### config.mk
export PLATFORM = sky130hd
export DESIGN_NAME = serial_subtractor
export DESIGN_NICKNAME = d
export VERILOG_FILES = /design/src/rtl/serial_subtractor.sv
export SDC_FILE = /design/constraint.sdc
export NUM_CORES = 1
export LEC_CHECK = 0
export ABC_AREA = 1
export BUFFER_PORTS_ARGS = -buffer_cell sky130_fd_sc_hd__clkbuf_2
export CAP_MARGIN = 20
export CORE_MARGIN = 1
export CORE_UTILIZATION = 50
export DETAILED_ROUTE_END_ITERATION = 8
export GPL_TIMING_DRIVEN = 0
export PLACE_DENSITY = 0.77
export SLEW_MARGIN = 25
export SYNTH_ARGS = -nofsm -noshare
export SYNTH_HDL_FRONTEND = slang
export SYNTH_SLANG_ARGS = --single-unit
### constraint.sdc
create_clock -name CLK -period 3.7 [get_ports CLK]
set_input_delay 0.37 -clock CLK [delete_from_list [all_inputs] [get_ports CLK]]
set_output_delay 0.37 -clock CLK [all_outputs]
set_load 0.005 [all_outputs]
### src/rtl/serial_subtractor.sv
// Bit-serial LSB-first subtractor: Diff = A - B - Bin over W bits using one
// full-subtractor cell, a registered borrow and a start/done handshake.
module serial_subtractor #(
  parameter int W = 4
) (
  input  logic         CLK,
  input  logic         RST,
  input  logic         start,
  input  logic [W-1:0] A,
  input  logic [W-1:0] B,
  input  logic         Bin,
  output logic         busy,
  output logic         done,
  output logic [W-1:0] Diff,
  output logic         Bout,
  output logic         Ovf
);

  localparam int CW = $clog2(W + 1);

  typedef enum logic [1:0] {
    ST_IDLE = 2'd0,
    ST_RUN  = 2'd1,
    ST_DONE = 2'd2
  } state_t;

  state_t         state_r;
  state_t         state_nxt_s;
  logic [W-1:0]   sa_r;
  logic [W-1:0]   sb_r;
  logic [W-1:0]   acc_r;
  logic           br_r;
  logic           sign_a_r;
  logic           sign_b_r;
  logic [CW-1:0]  cnt_r;
  logic           bit_a_s;
  logic           bit_b_s;
  logic           d_s;
  logic           br_nxt_s;
  logic           last_s;
  logic [W-1:0]   acc_nxt_s;
  logic           busy_nxt_s;
  logic           done_nxt_s;

  // Full-subtractor cell on the current LSBs and the shifted-in result word.
  always_comb begin
    bit_a_s        = sa_r[0];
    bit_b_s        = sb_r[0];
    d_s            = bit_a_s ^ bit_b_s ^ br_r;
    br_nxt_s       = (~bit_a_s & bit_b_s) | (~(bit_a_s ^ bit_b_s) & br_r);
    acc_nxt_s      = acc_r >> 1;
    acc_nxt_s[W-1] = d_s;
    last_s         = (cnt_r == CW'(W - 1));
  end

  // State register with registered handshake outputs.
  always_ff @(posedge CLK or posedge RST) begin
    if (RST) begin
      state_r <= ST_IDLE;
      busy    <= 1'b0;
      done    <= 1'b0;
    end else begin
      state_r <= state_nxt_s;
      busy    <= busy_nxt_s;
      done    <= done_nxt_s;
    end
  end

  // Next-state logic; start only matters in IDLE.
  always_comb begin
    state_nxt_s = state_r;
    case (state_r)
      ST_IDLE: begin
        if (start) begin
          state_nxt_s = ST_RUN;
        end else begin
          state_nxt_s = ST_IDLE;
        end
      end
      ST_RUN: begin
        if (last_s) begin
          state_nxt_s = ST_DONE;
        end else begin
          state_nxt_s = ST_RUN;
        end
      end
      ST_DONE: state_nxt_s = ST_IDLE;
      default: state_nxt_s = ST_IDLE;
    endcase
  end

  // Handshake values for the next cycle, decoded from the next state.
  always_comb begin
    busy_nxt_s = (state_nxt_s != ST_IDLE);
    done_nxt_s = (state_nxt_s == ST_DONE);
  end

  // Operand shift registers, borrow flop, bit counter and result registers.
  always_ff @(posedge CLK or posedge RST) begin
    if (RST) begin
      sa_r     <= '0;
      sb_r     <= '0;
      acc_r    <= '0;
      br_r     <= 1'b0;
      sign_a_r <= 1'b0;
      sign_b_r <= 1'b0;
      cnt_r    <= '0;
      Diff     <= '0;
      Bout     <= 1'b0;
      Ovf      <= 1'b0;
    end else begin
      case (state_r)
        ST_IDLE: begin
          if (start) begin
            sa_r     <= A;
            sb_r     <= B;
            br_r     <= Bin;
            sign_a_r <= A[W-1];
            sign_b_r <= B[W-1];
            cnt_r    <= '0;
          end
        end
        ST_RUN: begin
          sa_r  <= sa_r >> 1;
          sb_r  <= sb_r >> 1;
          acc_r <= acc_nxt_s;
          br_r  <= br_nxt_s;
          if (last_s) begin
            // Overflow only possible when operand signs differ.
            Diff <= acc_nxt_s;
            Bout <= br_nxt_s;
            Ovf  <= (sign_a_r != sign_b_r) & (acc_nxt_s[W-1] != sign_a_r);
          end else begin
            cnt_r <= cnt_r + CW'(1);
          end
        end
        ST_DONE: begin
          cnt_r <= cnt_r;
        end
        default: begin
          cnt_r <= '0;
        end
      endcase
    end
  end

endmodule

# Yosys cells after proc, flatten, opt, wreduce, memory -nomap -nowiden
# Cells that the tools add are included.
# classes
n_addsub,1
eq_ne,8
n_mux,12
n_bitwise,9
n_reduce_logical,7
# op_table
cell,count
one-hot mux 4 bit (2 select lines),2
one-hot mux 3 bit (3 select lines),1
two-way mux 4 bit,2
two-way mux 3 bit,2
AND reduction 2 bit,3
equality test 2 bit (second input constant),2
!= test 2 bit (second input constant),2
one-hot mux 2 bit (2 select lines),1
nonzero test 2 bit,2
adder 3 x 1 -> 3 bit (second input constant),1
bitwise AND 1 bit,3
equality test 3 x 2 -> 1 bit (second input constant),1
inverter 1 bit,3
AND reduction 3 bit,1
equality test 2 x 1 -> 1 bit (second input constant),1
zero test 2 bit,1
two-way mux 1 bit,2
two-way mux 2 bit,1
!= test 1 bit,2
one-hot mux 1 bit (2 select lines),1
bitwise XOR 1 bit,2
bitwise OR 1 bit,1
# word_totals
register_bits,28
out_inout_bits,8

# Depth between registers and ports, before layout
# logic_depth
depth_word,5
mapped_depth,7

# Least setup slack after synthesis
# OpenSTA, ideal clock, no wires.
# synth_path
path_kind,register to register
startpoint,register sa_r[0]
endpoint,register Ovf
setup_time_ns,0.116
t_arrival_ns,1.188
required_ns,3.584
setup_slack_ns,2.395
path_stages_with_launch,7
period_less_slack_ns,1.305
path_cell_list,dfrtp_1 > fa_1 > inv_1 > nand3_1 > nand2_1 > nand2_1 > nand2_1
# synth_via
elab_chain_cells,4
# synth_lines
item,line_no,source
"start, declared",29,logic [W-1:0] sa_r;
"start signal, assigned",124,sa_r <= sa_r >> 1;
bitwise XOR 1 bit (2 in a row),49,d_s = bit_a_s ^ bit_b_s ^ br_r;
named net d_s,38,logic d_s;
!= test 1 bit,132,Ovf <= (sign_a_r != sign_b_r) & (acc_nxt_s[W-1] != sign_a_r);
bitwise AND 1 bit,132,
"end signal, assigned",132,
"end, declared",16,output logic Ovf
# The timed path passes the listed nets, and every way through them passes these cells.
# A chain may end at the register's enable or synchronous reset.

# Worst setup path after layout
# Ends and elaborated chain as after synthesis.

==> impl_results.md <==
* Cell taking the most area after synthesis: dfrtp_1
* Worst Hold Class: in -> async
* Largest net degree at the start of global routing at 28
* # fillers at around 220
* Yosys top cell area share at between 50% and 60%
* Power per Cell Area at about 810 nW/um^2
* Via count at between 900 and 1000
* GRT Total Usage at 19.9%
* Clk buf depth at 2
* # diodes at 0
* CP arrival at around 1.7 ns
* Post-route DRC at 0
* Initial Util at 52.9%
* Layout area overhead at 12.2%
* Root buf cell: clkbuf_4
* Leakage Power at approximately 0.83 nW
* CP max stage delay at roughly 0.58 ns
* Die width at ~53 microns
* Setup Skew at around 0.0038 ns
* WL/cell at roughly 11 microns
* Vias per inst at roughly 4.9
* Final GP Congestion at a little under 0.8
* Total power at 1.18 mW
* Seq/Total Area, Yosys at between 50% and 60%
* Cell Count, Final, Fillers Out at approximately 200
* Die area at 2800 sq um
* Final max-slew violation count at 0
* Critical Path Start Type: register
* Core region area at about 2500 sq um
* Die H at ~53 microns
* Initial antenna violation count at 0
* Yosys warnings at 0
* Synthesized instance count at roughly 140
* TNS Setup at 0 ns
* Final setup vio count at 0
* Postcts setup bufs at 0
* Critical path's slowest cell: fa_1
* Worst R2R Setup Slack at between 2 and 2.5 ns
* Seq cells post-synth at 27
* Post-route ant nets at 0
* Dpl hpwl at roughly 1700 microns
* Crit-path most repeated cell: nand2_1
* Hold_buf cts at 0
* Drt pass-1 iters at 4
* CTS resizes at 0
* Final Cycle Share at 38.9%
* Largest cells by area after synthesis: dfrtp_1 (52%), nand2_1 (12%), nand3_1 (8.1%)
* CTS tree: done
* Worst setup path class: reg -> reg
* Vias in the first global route at between 900 and 1000
* Max Freq at a little under 700 MHz
* Synth cell types at 20
* Ports at 20
* VDD IR-drop max at about 0.47 mV
* GR Overflow Total at 0
* RSZ-0062 raised after global routing: false
* Sink Count at 27
* First-pass GRT wire length at a little under 4000 microns
* Final Hold Vio Count at 0
* Fin crit period at approximately 1.4 ns
* Synthesized area per cell at about 9.0 sq um
* Worst skew pair latency at ~0.32 ns
* Status: finished, final reports clean
* Most common cell after layout, fill and taps aside: nand2_1
* Max_slew headroom at 63.1%
* Clock Pin Slew Worst Setup and Hold Paths at between 0.1 and 0.15 ns
* Detailed Route WL at around 2200 microns
* CP endpoint kind: register
* Synthesized area at around 1300 sq um
* Cell Rows at 18
* Post-Synthesis Net Count at about 160
* Most frequent cells in the layout: nand2_1 (41), dfrtp_1 (27), inv_1 (25)
* CTS Buf Count at 3
* # placed instances at between 150 and 200
* Req. time, crit path at between 3 and 4 ns
* Seq. cell area at approximately 680 sq um
* CP Max Fanout at 3
* H-tree depth at 1
* Actual slew at the worst max-slew pin at 0.552 ns
* Max-Cap Viols at 0
* Final hold slack at roughly 0.063 ns
* Share of layout cells above drive strength 1 at 21.6%
* NumNets Final at 183
* Multi-input logic area at around 460 sq um
* Initial DRC count at 15
* CP cell instances: fa_1 > inv_1 > nand3_1 > nand2_1 > nand2_1 > nand2_1
* Port Buffer Count at 19
-- cell type report --
cell class                      count  area share [%]
Buffer                              5            4.21
Multi-Input combinational cell     85            31.4
Inverter                           27            7.13
Tap cell                           30            2.58
Timing Repair Buffer               19            6.53
Sequential cell                    27            46.4
Clock buffer                        4            1.80
-- worst paths after layout --
check                           startpoint        to  cells past startpoint
worst max-delay path               sa_r[0]       Ovf                      6
worst min-delay path                   RST   Diff[0]                      2
worst max register to register     sa_r[0]       Ovf                      6
worst min register to register    cnt_r[2]  cnt_r[2]                      2
max in group asynchronous              RST  cnt_r[0]                      2
min in group CLK                      A[3]  sign_a_r                      3
-- cell usage after synthesis --
cell / n
o21ai_0: 4
nand2_1: 41
fa_1: 1
nor2_1: 3
o21ai_2: 3
dfrtp_1: 27
nand3_4: 1
inv_4: 1
inv_1: 26
buf_6: 3
buf_12: 1
buf_4: 1
ha_1: 2
nand2_4: 2
o21ai_1: 3
o22ai_1: 1
nand3_1: 21
nand2_8: 1
nand4_1: 1
nand3b_1: 1
-- per-layer routing --
metal / wire length, microns / up-vias / global-route usage, %
met3: 98 / 4 / 2.87
met1: 1020 / 453 / 23.4
met2: 1080 / 25 / 34.4
met4: 49 / 0 / 11.0
li1: - / 489 / -
met5: 0 / - / 0
-- critical path: cells and delay by family, from the launching register on --
family        cells  cell delay, ns
fa+ha+maj         1            0.58
flops             1            0.43
simple gates      4            0.24
buf+inv           1            0.09
-- through the flow --
| step | setup WS (ns) | area (sq um) | util (%) |
|---|---|---|---|
| finish | 2.26 | 1460 | 59.3 |
| global route | 2.17 | 1460 | 59.3 |
| CTS | 2.26 | 1460 | 59.3 |
| detailed placement | 2.28 | 1430 | 58.3 |
| global placement | 2.30 | 1430 | 58.3 |
| floorplan | 2.40 | 1300 | - |
-- sequential cells by signal, summed over array words and instances, names as in the netlist, 2 cells and up --
signal,flops
Diff,4
acc_r,3
cnt_r,3
sa_r,4
sb_r,4
state_r,2
-- power breakdown --
part | switching (mW) | internal, mW
clock network | 0.0822 | 0.0422
registers | 0.0691 | 0.424
logic | 0.332 | 0.235
-- kinds of logic after synthesis --
group	count (synthesis)	share of synthesized area (%)
flops	27	52.1
fa+ha+maj	3	3.47
buf+inv	32	12.7
simple gates	71	26.5
compound gates	11	5.21
No activity file was read; power rests on OpenSTA's default activity.
